==> config.mk <==
export PLATFORM = sky130hd
export DESIGN_NAME = sbox_word_scheduler
export DESIGN_NICKNAME = d
export VERILOG_FILES = /design/src/rtl/sbox_word_scheduler.sv
export SDC_FILE = /design/constraint.sdc
export NUM_CORES = 1
export LEC_CHECK = 0
export ABC_AREA = 1
export CELL_PAD_IN_SITES_DETAIL_PLACEMENT = 1
export CELL_PAD_IN_SITES_GLOBAL_PLACEMENT = 2
export CORE_MARGIN = 1
export CORE_UTILIZATION = 25
export DETAILED_ROUTE_END_ITERATION = 16
export GPL_ROUTABILITY_DRIVEN = 0
export HOLD_SLACK_MARGIN = 0.12
export PLACE_DENSITY_LB_ADDON = 0.1
export SLEW_MARGIN = 30
export SYNTH_ARGS = -nofsm -noshare
export SYNTH_HDL_FRONTEND = slang
export SYNTH_SLANG_ARGS = --single-unit
==> constraint.sdc <==
create_clock -name clk -period 1.75 [get_ports clk]
set_clock_uncertainty 0.1 [all_clocks]
set_input_delay 0.2625 -clock clk [delete_from_list [all_inputs] [get_ports clk]]
set_output_delay 0.2625 -clock clk [all_outputs]
set_load 0.02 [all_outputs]
==> src/rtl/sbox_word_scheduler.sv <==
// sbox_word_scheduler
//   Round-robin scheduler that shares one external S-box datapath between
//   requester A (round datapath) and requester B (key expansion). A granted
//   32-bit word is latched, pushed through the S-box one byte at a time
//   (LSB byte first), and the substituted word is returned on out_word with
//   a one-cycle done pulse to the owner.
//
// Parameters
//   NUM_BYTES  bytes per word (only 4 is supported)
//   SBOX_LAT   cycles from sbox_byte/sbox_inv to a valid sbox_res (0..3)
//
// Ports
//   clk, rst_n                   clock (rising edge), async active-low reset
//   req_x, word_x, inv_x         job request, input word, inverse select
//   gnt_x                        x owns the S-box for the current job
//   done_x                       one-cycle pulse, x's result is on out_word
//   out_word                     shared result word, held until next DONE
//   sbox_byte, sbox_inv          byte/direction presented to the S-box
//   sbox_res                     S-box result
//   busy                         high from grant through the DONE cycle
//   rot_a, rot_b                 only when SBOX_ROTWORD_EN is defined: rotate
//                                the latched word left 8 bits (RotWord)
//
// Optional feature macro: SBOX_ROTWORD_EN
module sbox_word_scheduler #(
  parameter int NUM_BYTES = 4,
  parameter int SBOX_LAT  = 1
) (
  input  logic        clk,
  input  logic        rst_n,
  input  logic        req_a,
  input  logic [31:0] word_a,
  input  logic        inv_a,
  output logic        gnt_a,
  output logic        done_a,
  input  logic        req_b,
  input  logic [31:0] word_b,
  input  logic        inv_b,
  output logic        gnt_b,
  output logic        done_b,
`ifdef SBOX_ROTWORD_EN
  input  logic        rot_a,
  input  logic        rot_b,
`endif
  output logic [31:0] out_word,
  output logic [7:0]  sbox_byte,
  output logic        sbox_inv,
  input  logic [7:0]  sbox_res,
  output logic        busy
);

  typedef enum logic [2:0] {
    S_IDLE, S_ISSUE, S_WAIT, S_CAPTURE, S_DONE
  } state_e;

  localparam logic [1:0] LAST_K = 2'(NUM_BYTES - 1);
  // Last WAIT count before capture; ISSUE itself is the first hold cycle.
  localparam logic [1:0] LAT_M1 = 2'(SBOX_LAT - 1);

  state_e      state_q, state_d;
  logic [31:0] word_q, word_d;
  logic [31:0] res_q, res_d;
  logic [31:0] out_word_q, out_word_d;
  logic [7:0]  sbox_byte_q, sbox_byte_d;
  logic        inv_q, inv_d;
  logic [1:0]  k_q, k_d;
  logic [1:0]  wcnt_q, wcnt_d;
  logic        owner_b_q, owner_b_d;   // 1 = current job belongs to B
  logic        last_b_q, last_b_d;     // 1 = B was served last
  logic        gnt_a_q, gnt_a_d, gnt_b_q, gnt_b_d;
  logic        done_a_q, done_a_d, done_b_q, done_b_d;

  logic        pick_b;
  logic [31:0] sel_word;
  logic        cap;
  logic [1:0]  k_nxt;

  // Arbitration: lone requester wins; on a tie the one not served last wins.
  always_comb begin
    pick_b   = req_b && (!req_a || !last_b_q);
    sel_word = pick_b ? word_b : word_a;
`ifdef SBOX_ROTWORD_EN
    if (pick_b ? rot_b : rot_a) sel_word = {sel_word[23:0], sel_word[31:24]};
`endif
  end

  assign k_nxt = k_q + 2'd1;

  always_comb begin
    state_d     = state_q;
    word_d      = word_q;
    res_d       = res_q;
    out_word_d  = out_word_q;
    sbox_byte_d = sbox_byte_q;
    inv_d       = inv_q;
    k_d         = k_q;
    wcnt_d      = wcnt_q;
    owner_b_d   = owner_b_q;
    last_b_d    = last_b_q;
    gnt_a_d     = gnt_a_q;
    gnt_b_d     = gnt_b_q;
    done_a_d    = 1'b0;
    done_b_d    = 1'b0;
    cap         = 1'b0;

    case (state_q)
      S_IDLE: begin
        if (req_a || req_b) begin
          owner_b_d   = pick_b;
          word_d      = sel_word;
          inv_d       = pick_b ? inv_b : inv_a;
          sbox_byte_d = sel_word[7:0];
          gnt_a_d     = !pick_b;
          gnt_b_d     = pick_b;
          k_d         = 2'd0;
          state_d     = S_ISSUE;
        end
      end
      S_ISSUE: begin
        // A zero-latency S-box answers in the issue cycle itself.
        if (SBOX_LAT == 0) begin
          cap = 1'b1;
        end else if (SBOX_LAT == 1) begin
          state_d = S_CAPTURE;
        end else begin
          wcnt_d  = 2'd1;
          state_d = S_WAIT;
        end
      end
      S_WAIT: begin
        if (wcnt_q == LAT_M1) state_d = S_CAPTURE;
        else                  wcnt_d  = wcnt_q + 2'd1;
      end
      S_CAPTURE: cap = 1'b1;
      S_DONE: begin
        gnt_a_d  = 1'b0;
        gnt_b_d  = 1'b0;
        last_b_d = owner_b_q;
        k_d      = 2'd0;
        state_d  = S_IDLE;
      end
      default: state_d = S_IDLE;
    endcase

    if (cap) begin
      res_d[{k_q, 3'b000} +: 8] = sbox_res;
      if (k_q == LAST_K) begin
        // Last byte goes straight into out_word so it updates only at DONE.
        out_word_d = {sbox_res, res_q[23:0]};
        done_a_d   = !owner_b_q;
        done_b_d   = owner_b_q;
        state_d    = S_DONE;
      end else begin
        k_d         = k_nxt;
        sbox_byte_d = word_q[{k_nxt, 3'b000} +: 8];
        state_d     = S_ISSUE;
      end
    end
  end

  always_ff @(posedge clk or negedge rst_n) begin
    if (!rst_n) begin
      state_q     <= S_IDLE;
      word_q      <= '0;
      res_q       <= '0;
      out_word_q  <= '0;
      sbox_byte_q <= '0;
      inv_q       <= 1'b0;
      k_q         <= '0;
      wcnt_q      <= '0;
      owner_b_q   <= 1'b0;
      last_b_q    <= 1'b1;
      gnt_a_q     <= 1'b0;
      gnt_b_q     <= 1'b0;
      done_a_q    <= 1'b0;
      done_b_q    <= 1'b0;
    end else begin
      state_q     <= state_d;
      word_q      <= word_d;
      res_q       <= res_d;
      out_word_q  <= out_word_d;
      sbox_byte_q <= sbox_byte_d;
      inv_q       <= inv_d;
      k_q         <= k_d;
      wcnt_q      <= wcnt_d;
      owner_b_q   <= owner_b_d;
      last_b_q    <= last_b_d;
      gnt_a_q     <= gnt_a_d;
      gnt_b_q     <= gnt_b_d;
      done_a_q    <= done_a_d;
      done_b_q    <= done_b_d;
    end
  end

  assign gnt_a     = gnt_a_q;
  assign gnt_b     = gnt_b_q;
  assign done_a    = done_a_q;
  assign done_b    = done_b_q;
  assign busy      = gnt_a_q | gnt_b_q;
  assign out_word  = out_word_q;
  assign sbox_byte = sbox_byte_q;
  assign sbox_inv  = inv_q;

endmodule
==> results of run 1 <==
how the worst max path moves through the flow:
stage,cells after the start,to,start
after floorplan,8,res_q[0],k_q[0]
after global placement,7,word_q[13],req_b
after detailed placement,7,word_q[31],req_b
after CTS,1,sbox_byte[3],sbox_byte[3]
after global routing,1,sbox_byte[6],sbox_byte[6]
final,1,out_word[25],out_word[25]
power breakdown:
part           leakage, nW  switching (W)  internal, W  total (W)
Clock                0.135       0.000975      0.00112    0.00210
Sequential            1.41       0.000600      0.00364    0.00424
Combinational         1.74        0.00322      0.00226    0.00548
per-layer routing:
layer	share of wire [%]	up-vias	global-route usage (%)
met5	0	-	0
met4	1.4	0	5.38
li1	-	2156	-
met3	3.2	13	2.20
met1	44	2085	18.6
met2	51	83	27.7
cell type report:
class,instances,area [um^2]
clock buffer,10,229
sequential,110,2760
timing repair buffer,150,1520
inverter,57,214
fill,2335,12600
clock inverter,6,70.1
tap,265,332
multi-input combinational,402,1910
Yosys cell counts (all sizes together):
cell type  count  share of area (%)
nand2        193                 15
dfrtp        109                 54
o21ai         69                6.9
nand3         58                6.3
inv           57                4.3
nor2          51                4.6
buf           24                3.3
a21oi          9                1.4
a21o           7                1.0
ha             6                1.5
o211ai         3               0.45
clkbuf         2               0.15
nand4          2               0.25
dfstp          1               0.52
nor3           1               0.20
o22ai          1               0.12
xor2           1               0.17
timing repair:
action / CTS / global route
buffers inserted: 0 / 1
hold buffers: 1 / 0
pin swaps: 1 / 0
cloned: 1 / 0
endpoints found under the hold margin: 54 / 0
resized for setup: 6 / 10
endpoints found under the setup margin: 29 / 48
registers in the layout (all words and copies together) (netlist names):
register / flops
wcnt_q: 2
sbox_byte: 8
gnt_a: 1
res_q: 24
done_a: 1
state_q: 3
last_b_q: 1
word_q: 32
sbox_inv: 1
k_q: 2
owner_b_q: 1
done_b: 1
out_word: 32
gnt_b: 1
through the flow:
stage,TNS (ns),std cells,hold slack [ns]
floorplan,-0.0466,594,-0.133
global placement,-4.56,981,0.124
detailed placement,-7.45,981,0.129
CTS,0,999,0.289
global route,0,1000,0.329
finish,0,1000,0.287
cell families after synthesis:
| logic type | Yosys count | synth area share, % |
|---|---|---|
| flops | 110 | 54.9 |
| buf+inv | 83 | 7.73 |
| xor+xnor | 1 | 0.175 |
| fa+ha+maj | 6 | 1.50 |
| compound gates | 89 | 9.92 |
| simple gates | 305 | 25.8 |
==> results.ini, run 1 <==
[critical_path]
cp_top_family = buffers and inverters
slowest_stage = clkdlybuf4s50_1
endpoint_kind = output pin
critPathBufInv = 1
path_class = reg -> out
cp.arrival_ns = 1.35
cp.required_ns = 1.39
max_stage_delay_ns = 0.62
regToRegSetupSlack_ns = 0.13
path_cells = clkdlybuf4s50_1
path_max_fanout = 2
crit_path_start_kind = flip-flop
worstReg2RegEnd = word_q[24]
rr_worst_depth = 6
r2r-start = state_q[1]

[cts]
cts_tree = done
clk_latency_ns = 0.35
clock-sinks = 110
h-tree-depth = 3
cts.path.max_buffers = 2
cts_root_buffer = clkbuf_16
numCtsBuffers = 9
path_clk_slew_ns = 0.07

[floorplanning]
fp-row-count = 51
dieWidth_um = 144
die_area_um2 = 20600
dieHeight_um = 144
coreArea_um2 = 19600
ioPinCount = 124
start_util_pct = 25.6

[sta]
fmax_mhz = 583
hold_viol = 0
relSlewSlack_pct = 72.0
setup_slack_ns = 0.0352
worst_pin_slew_ns = 0.421
rsz0062_at_grt = no
finalCriticalPeriod_ns = 1.71
period_share_pct = 98.0
slew_violations = 0
setup_violations = 0

[global_routing]
grt_pass1_vias = 4688
grt.overflow.total = 0
grt_usage_pct = 15.4
grt_max_degree = 39
antenna_found_initial = 0
grt_pass1_wl_mm = 24.0

[synth]
syn_area_per_cell_um2 = 8.45
synth-seq-cells = 110
synth_warnings = 0
syn-num-nets = 678
synth_seq_area_share_pct = 54.9
synth_cells = 594
synth.cell_area_um2 = 5020
ys_types = 27

[drt]
drt-pass1-iter-count = 4
via_count = 4337
ant_nets = 0
route.detailed.wl_per_inst_um = 14.6
totalWireLength_mm = 14.6
drt-initial-drc-count = 145
drc_errors = 0
routed_via_density = 4.34

[flow_run]
maxCapViolCount = 0

[min_path]
hold_class = in -> async

[final_layout]
layout_common_cells = nand2_1 (190), clkdlybuf4s50_1 (113), dfrtp_1 (108)
stdcell_area_um2 = 7040
drive_above_1_share_pct = 10.2
fin_util_pct = 35.9
antenna_cells = 0
final_common_cell = nand2_1
areaGrowthSynthToFinish_pct = 40.2
nets = 814

[placement]
io_buffers = 123
dp_slack_ns = -0.308
place_hpwl_mm = 10.7
placed_area_um2 = 6680

[pwr]
p_total_w = 0.0118
power.density_cell_area_nw_per_um2 = 1680
leakage_nw = 3.28
ir_worst_vdd_uv = 691

[run_status]
status = completed

(Power assumes the default switching activity.)
==> inputs of run 2 (changes only) <==
CORE_MARGIN = default   (was 1)
GPL_ROUTABILITY_DRIVEN = default   (was 0)
==> results of run 2 <==
Same layout as run 1: the final DEF is identical, and so are final timing and power.
